$ cat config.mk
export PLATFORM = sky130hd
export DESIGN_NAME = traffic_lamp_driver
export DESIGN_NICKNAME = d
export VERILOG_FILES = /design/src/rtl/traffic_lamp_driver.sv
export SDC_FILE = /design/constraint.sdc
export NUM_CORES = 1
export LEC_CHECK = 0
export CORE_MARGIN = 2
export CORE_UTILIZATION = 45
export CTS_CLUSTER_SIZE = 14
export DETAILED_ROUTE_END_ITERATION = 10
export GPL_ROUTABILITY_DRIVEN = 1
export MAX_ROUTING_LAYER = met4
export PLACE_DENSITY = 0.66
export SLEW_MARGIN = 10
export SYNTH_ARGS = -nofsm -noshare
export SYNTH_HDL_FRONTEND = slang
export SYNTH_SLANG_ARGS = --single-unit
export TNS_END_PERCENT = 20
$ cat constraint.sdc
create_clock -name clk -period 2.79 [get_ports clk]
set_clock_uncertainty 0.1 [all_clocks]
set_input_delay 0.558 -clock clk [delete_from_list [all_inputs] [get_ports clk]]
set_output_delay 0.558 -clock clk [all_outputs]
set_load 0.03 [all_outputs]
$ cat src/rtl/traffic_lamp_driver.sv
// traffic_lamp_driver
// Registered lamp stage behind the traffic-light controller. It mirrors the
// controller's lamp requests in RUN, flashes yellow while idle, and latches a
// fault that flashes red until fault_clr. A fault comes from an illegal request
// pattern, or from a request vector that stays unchanged for too long.
// Optional feature macro: LAMP_PWM_EN. When it is defined, lamps are dimmed by
// duty. When it is undefined, lamps are fully on and duty is ignored.
//
// mode   | meaning
// IDLE   | disabled or controller OFF; yellow flashes
// RUN    | lamps follow controller requests, request checks active
// FAULT  | latched error; red flashes until fault_clr
module traffic_lamp_driver #(
  parameter int PWM_W     = 4,
  parameter int FLASH_DIV = 8,
  parameter int FAULT_CYC = 2,
  parameter int WDOG_CYC  = 32
) (
  input  logic             clk,
  input  logic             reset_n,
  input  logic             en,
  input  logic             red_in,
  input  logic             yellow_in,
  input  logic             green_in,
  input  logic [2:0]       state_in,
  input  logic [PWM_W-1:0] duty,
  input  logic             fault_clr,
  output logic             lamp_red,
  output logic             lamp_yellow,
  output logic             lamp_green,
  output logic             fault,
  output logic [1:0]       mode
);

  localparam int FL_W  = $clog2(FLASH_DIV);
  localparam int ILL_W = $clog2(FAULT_CYC + 1);
  localparam int WD_W  = $clog2(WDOG_CYC + 1);

  localparam logic [FL_W-1:0]  FLASH_LAST = FL_W'(FLASH_DIV - 1);
  localparam logic [ILL_W-1:0] ILL_SAT    = ILL_W'(FAULT_CYC);
  localparam logic [WD_W-1:0]  WD_SAT     = WD_W'(WDOG_CYC);

  typedef enum logic [1:0] {
    MODE_IDLE  = 2'b00,
    MODE_RUN   = 2'b01,
    MODE_FAULT = 2'b10
  } mode_e;

  mode_e            mode_q, mode_d;
  logic [FL_W-1:0]  flash_cnt_q, flash_cnt_d;
  logic             flash_off_q, flash_off_d;
  logic [ILL_W-1:0] ill_cnt_q, ill_cnt_d;
  logic [WD_W-1:0]  wd_cnt_q, wd_cnt_d;
  logic [2:0]       req_prev_q, req_prev_d;
  logic             lamp_red_q, lamp_red_d;
  logic             lamp_yellow_q, lamp_yellow_d;
  logic             lamp_green_q, lamp_green_d;

  logic [2:0]       req;
  logic             req_onehot;
  logic             req_legal;
  logic             req_changed;
  logic [ILL_W-1:0] ill_inc;
  logic [WD_W-1:0]  wd_inc;
  logic             ill_trip;
  logic             wd_trip;
  logic             flash_phase;
  logic             pwm_on;

  // Request vector uses the same bit order as state_in: bit0 red, bit1 yellow, bit2 green.
  assign req         = {green_in, yellow_in, red_in};
  assign req_onehot  = (req == 3'b001) || (req == 3'b010) || (req == 3'b100);
  assign req_legal   = req_onehot && (req == state_in);
  assign req_changed = (req != req_prev_q);
  assign req_prev_d  = req;

  // Both counters saturate at their trip value. A trip fires on the cycle the
  // incremented count would reach that value.
  assign ill_inc  = (ill_cnt_q == ILL_SAT) ? ill_cnt_q : ill_cnt_q + ILL_W'(1);
  assign wd_inc   = (wd_cnt_q == WD_SAT) ? wd_cnt_q : wd_cnt_q + WD_W'(1);
  assign ill_trip = !req_legal && (ill_inc == ILL_SAT);
  assign wd_trip  = !req_changed && (wd_inc == WD_SAT);

  // The phase is stored inverted, so the cleared register means "lit". Reset
  // lands in IDLE, and IDLE starts lit, the same as any other entry into IDLE.
  assign flash_phase = ~flash_off_q;

`ifdef LAMP_PWM_EN
  logic [PWM_W-1:0] pwm_cnt_q, pwm_cnt_d;

  assign pwm_cnt_d = pwm_cnt_q + PWM_W'(1);
  // All-ones duty is forced fully on; otherwise the top count would leave one dark slot.
  assign pwm_on    = (&duty) | (pwm_cnt_q < duty);

  // Free-running PWM ramp.
  always_ff @(posedge clk or negedge reset_n) begin
    if (!reset_n) begin
      pwm_cnt_q <= '0;
    end else begin
      pwm_cnt_q <= pwm_cnt_d;
    end
  end
`else
  logic duty_unused;

  assign duty_unused = ^duty;
  assign pwm_on      = 1'b1;
`endif

  // Next-mode decision. Dropping en in RUN wins over a same-cycle fault trip.
  always_comb begin
    mode_d = mode_q;
    case (mode_q)
      MODE_IDLE: begin
        if (en && (state_in != 3'b000)) begin
          mode_d = MODE_RUN;
        end
      end
      MODE_RUN: begin
        if (!en) begin
          mode_d = MODE_IDLE;
        end else if (ill_trip || wd_trip) begin
          mode_d = MODE_FAULT;
        end
      end
      MODE_FAULT: begin
        if (fault_clr) begin
          mode_d = MODE_IDLE;
        end
      end
      default: mode_d = MODE_IDLE;
    endcase
  end

  // Illegal-run and watchdog counters. They count only while RUN continues and
  // are cleared otherwise.
  always_comb begin
    ill_cnt_d = '0;
    wd_cnt_d  = '0;
    if ((mode_q == MODE_RUN) && (mode_d == MODE_RUN)) begin
      ill_cnt_d = req_legal ? '0 : ill_inc;
      wd_cnt_d  = req_changed ? '0 : wd_inc;
    end
  end

  // Flash divider. It restarts lit on every entry into IDLE or FAULT.
  always_comb begin
    flash_cnt_d = flash_cnt_q;
    flash_off_d = flash_off_q;
    if ((mode_d != mode_q) && (mode_d != MODE_RUN)) begin
      flash_cnt_d = '0;
      flash_off_d = 1'b0;
    end else if (flash_cnt_q == FLASH_LAST) begin
      flash_cnt_d = '0;
      flash_off_d = ~flash_off_q;
    end else begin
      flash_cnt_d = flash_cnt_q + FL_W'(1);
    end
  end

  // Lamp drive for the next cycle, selected by the current mode.
  always_comb begin
    lamp_red_d    = 1'b0;
    lamp_yellow_d = 1'b0;
    lamp_green_d  = 1'b0;
    case (mode_q)
      MODE_RUN: begin
        lamp_red_d    = red_in & pwm_on;
        lamp_yellow_d = yellow_in & pwm_on;
        lamp_green_d  = green_in & pwm_on;
      end
      MODE_IDLE:  lamp_yellow_d = flash_phase & pwm_on;
      MODE_FAULT: lamp_red_d    = flash_phase & pwm_on;
      default: ;
    endcase
  end

  // State and output registers.
  always_ff @(posedge clk or negedge reset_n) begin
    if (!reset_n) begin
      mode_q        <= MODE_IDLE;
      flash_cnt_q   <= '0;
      flash_off_q   <= 1'b0;
      ill_cnt_q     <= '0;
      wd_cnt_q      <= '0;
      req_prev_q    <= '0;
      lamp_red_q    <= 1'b0;
      lamp_yellow_q <= 1'b0;
      lamp_green_q  <= 1'b0;
    end else begin
      mode_q        <= mode_d;
      flash_cnt_q   <= flash_cnt_d;
      flash_off_q   <= flash_off_d;
      ill_cnt_q     <= ill_cnt_d;
      wd_cnt_q      <= wd_cnt_d;
      req_prev_q    <= req_prev_d;
      lamp_red_q    <= lamp_red_d;
      lamp_yellow_q <= lamp_yellow_d;
      lamp_green_q  <= lamp_green_d;
    end
  end

  assign lamp_red    = lamp_red_q;
  assign lamp_yellow = lamp_yellow_q;
  assign lamp_green  = lamp_green_q;
  assign mode        = mode_q;
  assign fault       = (mode_q == MODE_FAULT);

endmodule

==> impl_results.md <==
- Lkg Pwr: approximately 0.65 nW
- Syn Nets: between 100 and 150
- Synthesis-stage register bit count: 20
- Kind of end point of the critical path: output pin
- Crit path buffers/inverters: 2
- Post-DR vias/cell: between 5 and 6
- Clock Path Buffers: 2
- Setup ws final: 0.2680 ns
- Root Buffer: clkbuf_4
- Chip height: 56.41 um
- Status: complete, no violations
- Fin. Hold Viols: 0
- CP peak stage delay: roughly 0.7 ns
- Routed Antenna Nets: 0
- Power Dens Cells: approximately 720 mW/mm^2
- HP Class: reg2reg
- # hold bufs at CTS: 0
- Count leader, synth: dfrtp_1
- Final Max Tran Viols: 0
- Routed len/inst: roughly 13 um
- Net Sw Power: about 420 uW
- Number of global-route vias before repair: between 1000 and 1500
- Least-Margin Pin Slew: 0.4126 ns
- # resized after CTS: 0
- Cell taking the most area after synthesis: dfrtp_1
- Largest net degree at the start of global routing: 21
- Seq pwr share: about 37%
- CTS tree: done
- Post-CTS Setup Inserts: 0
- VDD IR max: approximately 0.62 mV
- Worst setup SP type: flip-flop
- Arr. time, crit path: between 1.5 and 2 ns
- Tot GR Track Use: about 18%
- CTS buffer count: 3
- Post-Syn Area per Cell: just under 10 sq um
- Initial antenna violation count: 0
- Synthesized area: approximately 0.0012 sq mm
- Share of the synthesized area in the top cell type: approximately two fifths
- Sw Ratio: between 30% and 40%
- Area growth, synth to finish: 21.66%
- Logic pwr share: 47.7%
- Drt total wl: roughly 2400 um
- Initial DRC count: 22
- Clock Latency Late Sink: around 0.3 ns
- Final setup viols: 0
- Fin crit period: roughly 2.5 ns
- IO buf count: 15
- Number of synthesized flops with an enable pin: 0
- FP Rows: 19
- Clk sinks: 20
- CTS clk-pin slew, worst paths: 0.12 ns
- Htree depth: 1
- MaxCap Viol Count: 0
- TritonRoute pass-1 iters: 4
- First-pass GRT wire length: roughly 4500 um
- Crit share post-route: 90.39%
- Pint: about 660 uW
- Crit path max-delay cell type: clkdlybuf4s50_1
- CP max FO: 8
- Crit Path Class: reg2out
- Antenna Cells: 0
- Global route overflow: 0
- Layout cells sized above 1: around 16%
- RSZ-0062 raised after global routing: no
- Yosys warning count: 0
- Pre-CTS setup slack: -0.02565 ns
- Yosys cell types: 42
- Routability-driven placement congestion ratio: slightly below 0.9
- Fin nets: 174
- Drc violations: 0
- Part of the Yosys area used for sequential elements: approximately two fifths
- Die Wd: 56.41 um
- List of most frequent post-synthesis cells: 20 x dfrtp_1, 11 x nand2_1, 9 x ha_1, 9 x inv_1, 9 x nor2_1
- Setup TNS: 0 ns
- Initial Utilization: between 40% and 50%
- Power share of the clock group: 15.5%
- FMAX: 396.5 MHz
- Slew HR: 72.26%
- I/O pin count: 20
- Synth area leaders: dfrtp_1 40%, ha_1 9.1%, xnor2_1 5.0%
- Mapped Cells: 126
- Data required time of the worst path: between 2 and 2.5 ns
- CP top delay family: buffers and inverters
- Core box area: between 0.002 and 0.003 sq mm
- Top FF cell, synth: dfrtp_1
- Die ar.: between 0.003 and 0.004 sq mm
- Via count: between 1000 and 1500
- Post-DP HPWL: a little under 2000 um
- Crit-path cells: inv_1, ha_1, clkdlybuf4s50_1
- Synth async-reset ratio: 100.0%
==> through the flow <==
stage	util [%]	cells	power, mW	instance area (sq um)	hold WS [ns]
finish	55.99	181	1.080	1504	0.3706
global route	55.99	181	1.180	1504	0.3960
CTS	55.99	181	1.100	1504	0.3793
detailed placement	54.63	177	0.9245	1468	0.3612
global placement	54.63	177	0.9070	1468	0.3439
floorplan	-	126	0.7508	1236	0.1624
==> state kept, by name (all words and copies together) (netlist names) <==
name and count:
wd_cnt_q 6, lamp_green 1, flash_cnt_q 3, ill_cnt_q 2, lamp_red 1, req_prev_q 3, flash_off_q 1, lamp_yellow 1
mode 2
==> final cells by class <==
type / count / area (sq um)
fill: 254 / 1182
multi-input combinational: 95 / 691.9
sequential: 20 / 500.5
timing repair buffer: 22 / 202.7
tap: 31 / 38.79
clock buffer: 4 / 36.28
inverter: 9 / 33.78
==> cells by family after synthesis <==
| kind of cell | share of synthesized area, % |
|---|---|
| flops | 40.49 |
| xor+xnor | 6.377 |
| compound gates | 14.17 |
| mux | 1.721 |
| fa+ha+maj | 9.109 |
| buf+inv | 3.542 |
| simple gates | 24.60 |
==> layer usage <==
layer	GRT usage (%)	vias to the layer above	wire, um
met4	7.483	0	29
li1	-	496	-
met2	31.09	23	1225
met3	2.995	4	84
met5	-	-	0
met1	21.62	478	1098
==> power by group through the flow <==
stage	clock network, mW	logic [mW]	registers [mW]
after floorplan	0	0.303	0.448
after global placement	0	0.504	0.403
after detailed placement	0	0.521	0.404
after CTS	0.175	0.527	0.398
after global routing	0.195	0.579	0.406
final	0.167	0.516	0.397
==> path summary, 6_finish.rpt <==
check / start / endpoint / cells after the start / slack [ns]
max: mode[0]$_DFF_PN0_ / fault / 3 / 0.27
min: flash_cnt_q[0]$_DFF_PN0_ / flash_cnt_q[0]$_DFF_PN0_ / 1 / 0.37
max reg2reg: wd_cnt_q[0]$_DFF_PN0_ / wd_cnt_q[0]$_DFF_PN0_ / 8 / 0.44
min reg2reg: flash_cnt_q[0]$_DFF_PN0_ / flash_cnt_q[0]$_DFF_PN0_ / 1 / 0.37
max in group asynchronous: reset_n / ill_cnt_q[1]$_DFF_PN0_ / 2 / 1.90
min in group asynchronous: reset_n / flash_cnt_q[0]$_DFF_PN0_ / 2 / 0.47
==> layout by cell type, fill, tap and decap left out, types with 4 or more instances in the layout <==
master,n
dfrtp_1,20
clkdlybuf4s50_1,15
nand2_1,11
inv_1,9
nor2_1,9
ha_1,9
xnor2_1,7
nand3_1,7
buf_4,7
nor3_1,4
No activity file was read; power rests on OpenSTA's default activity.
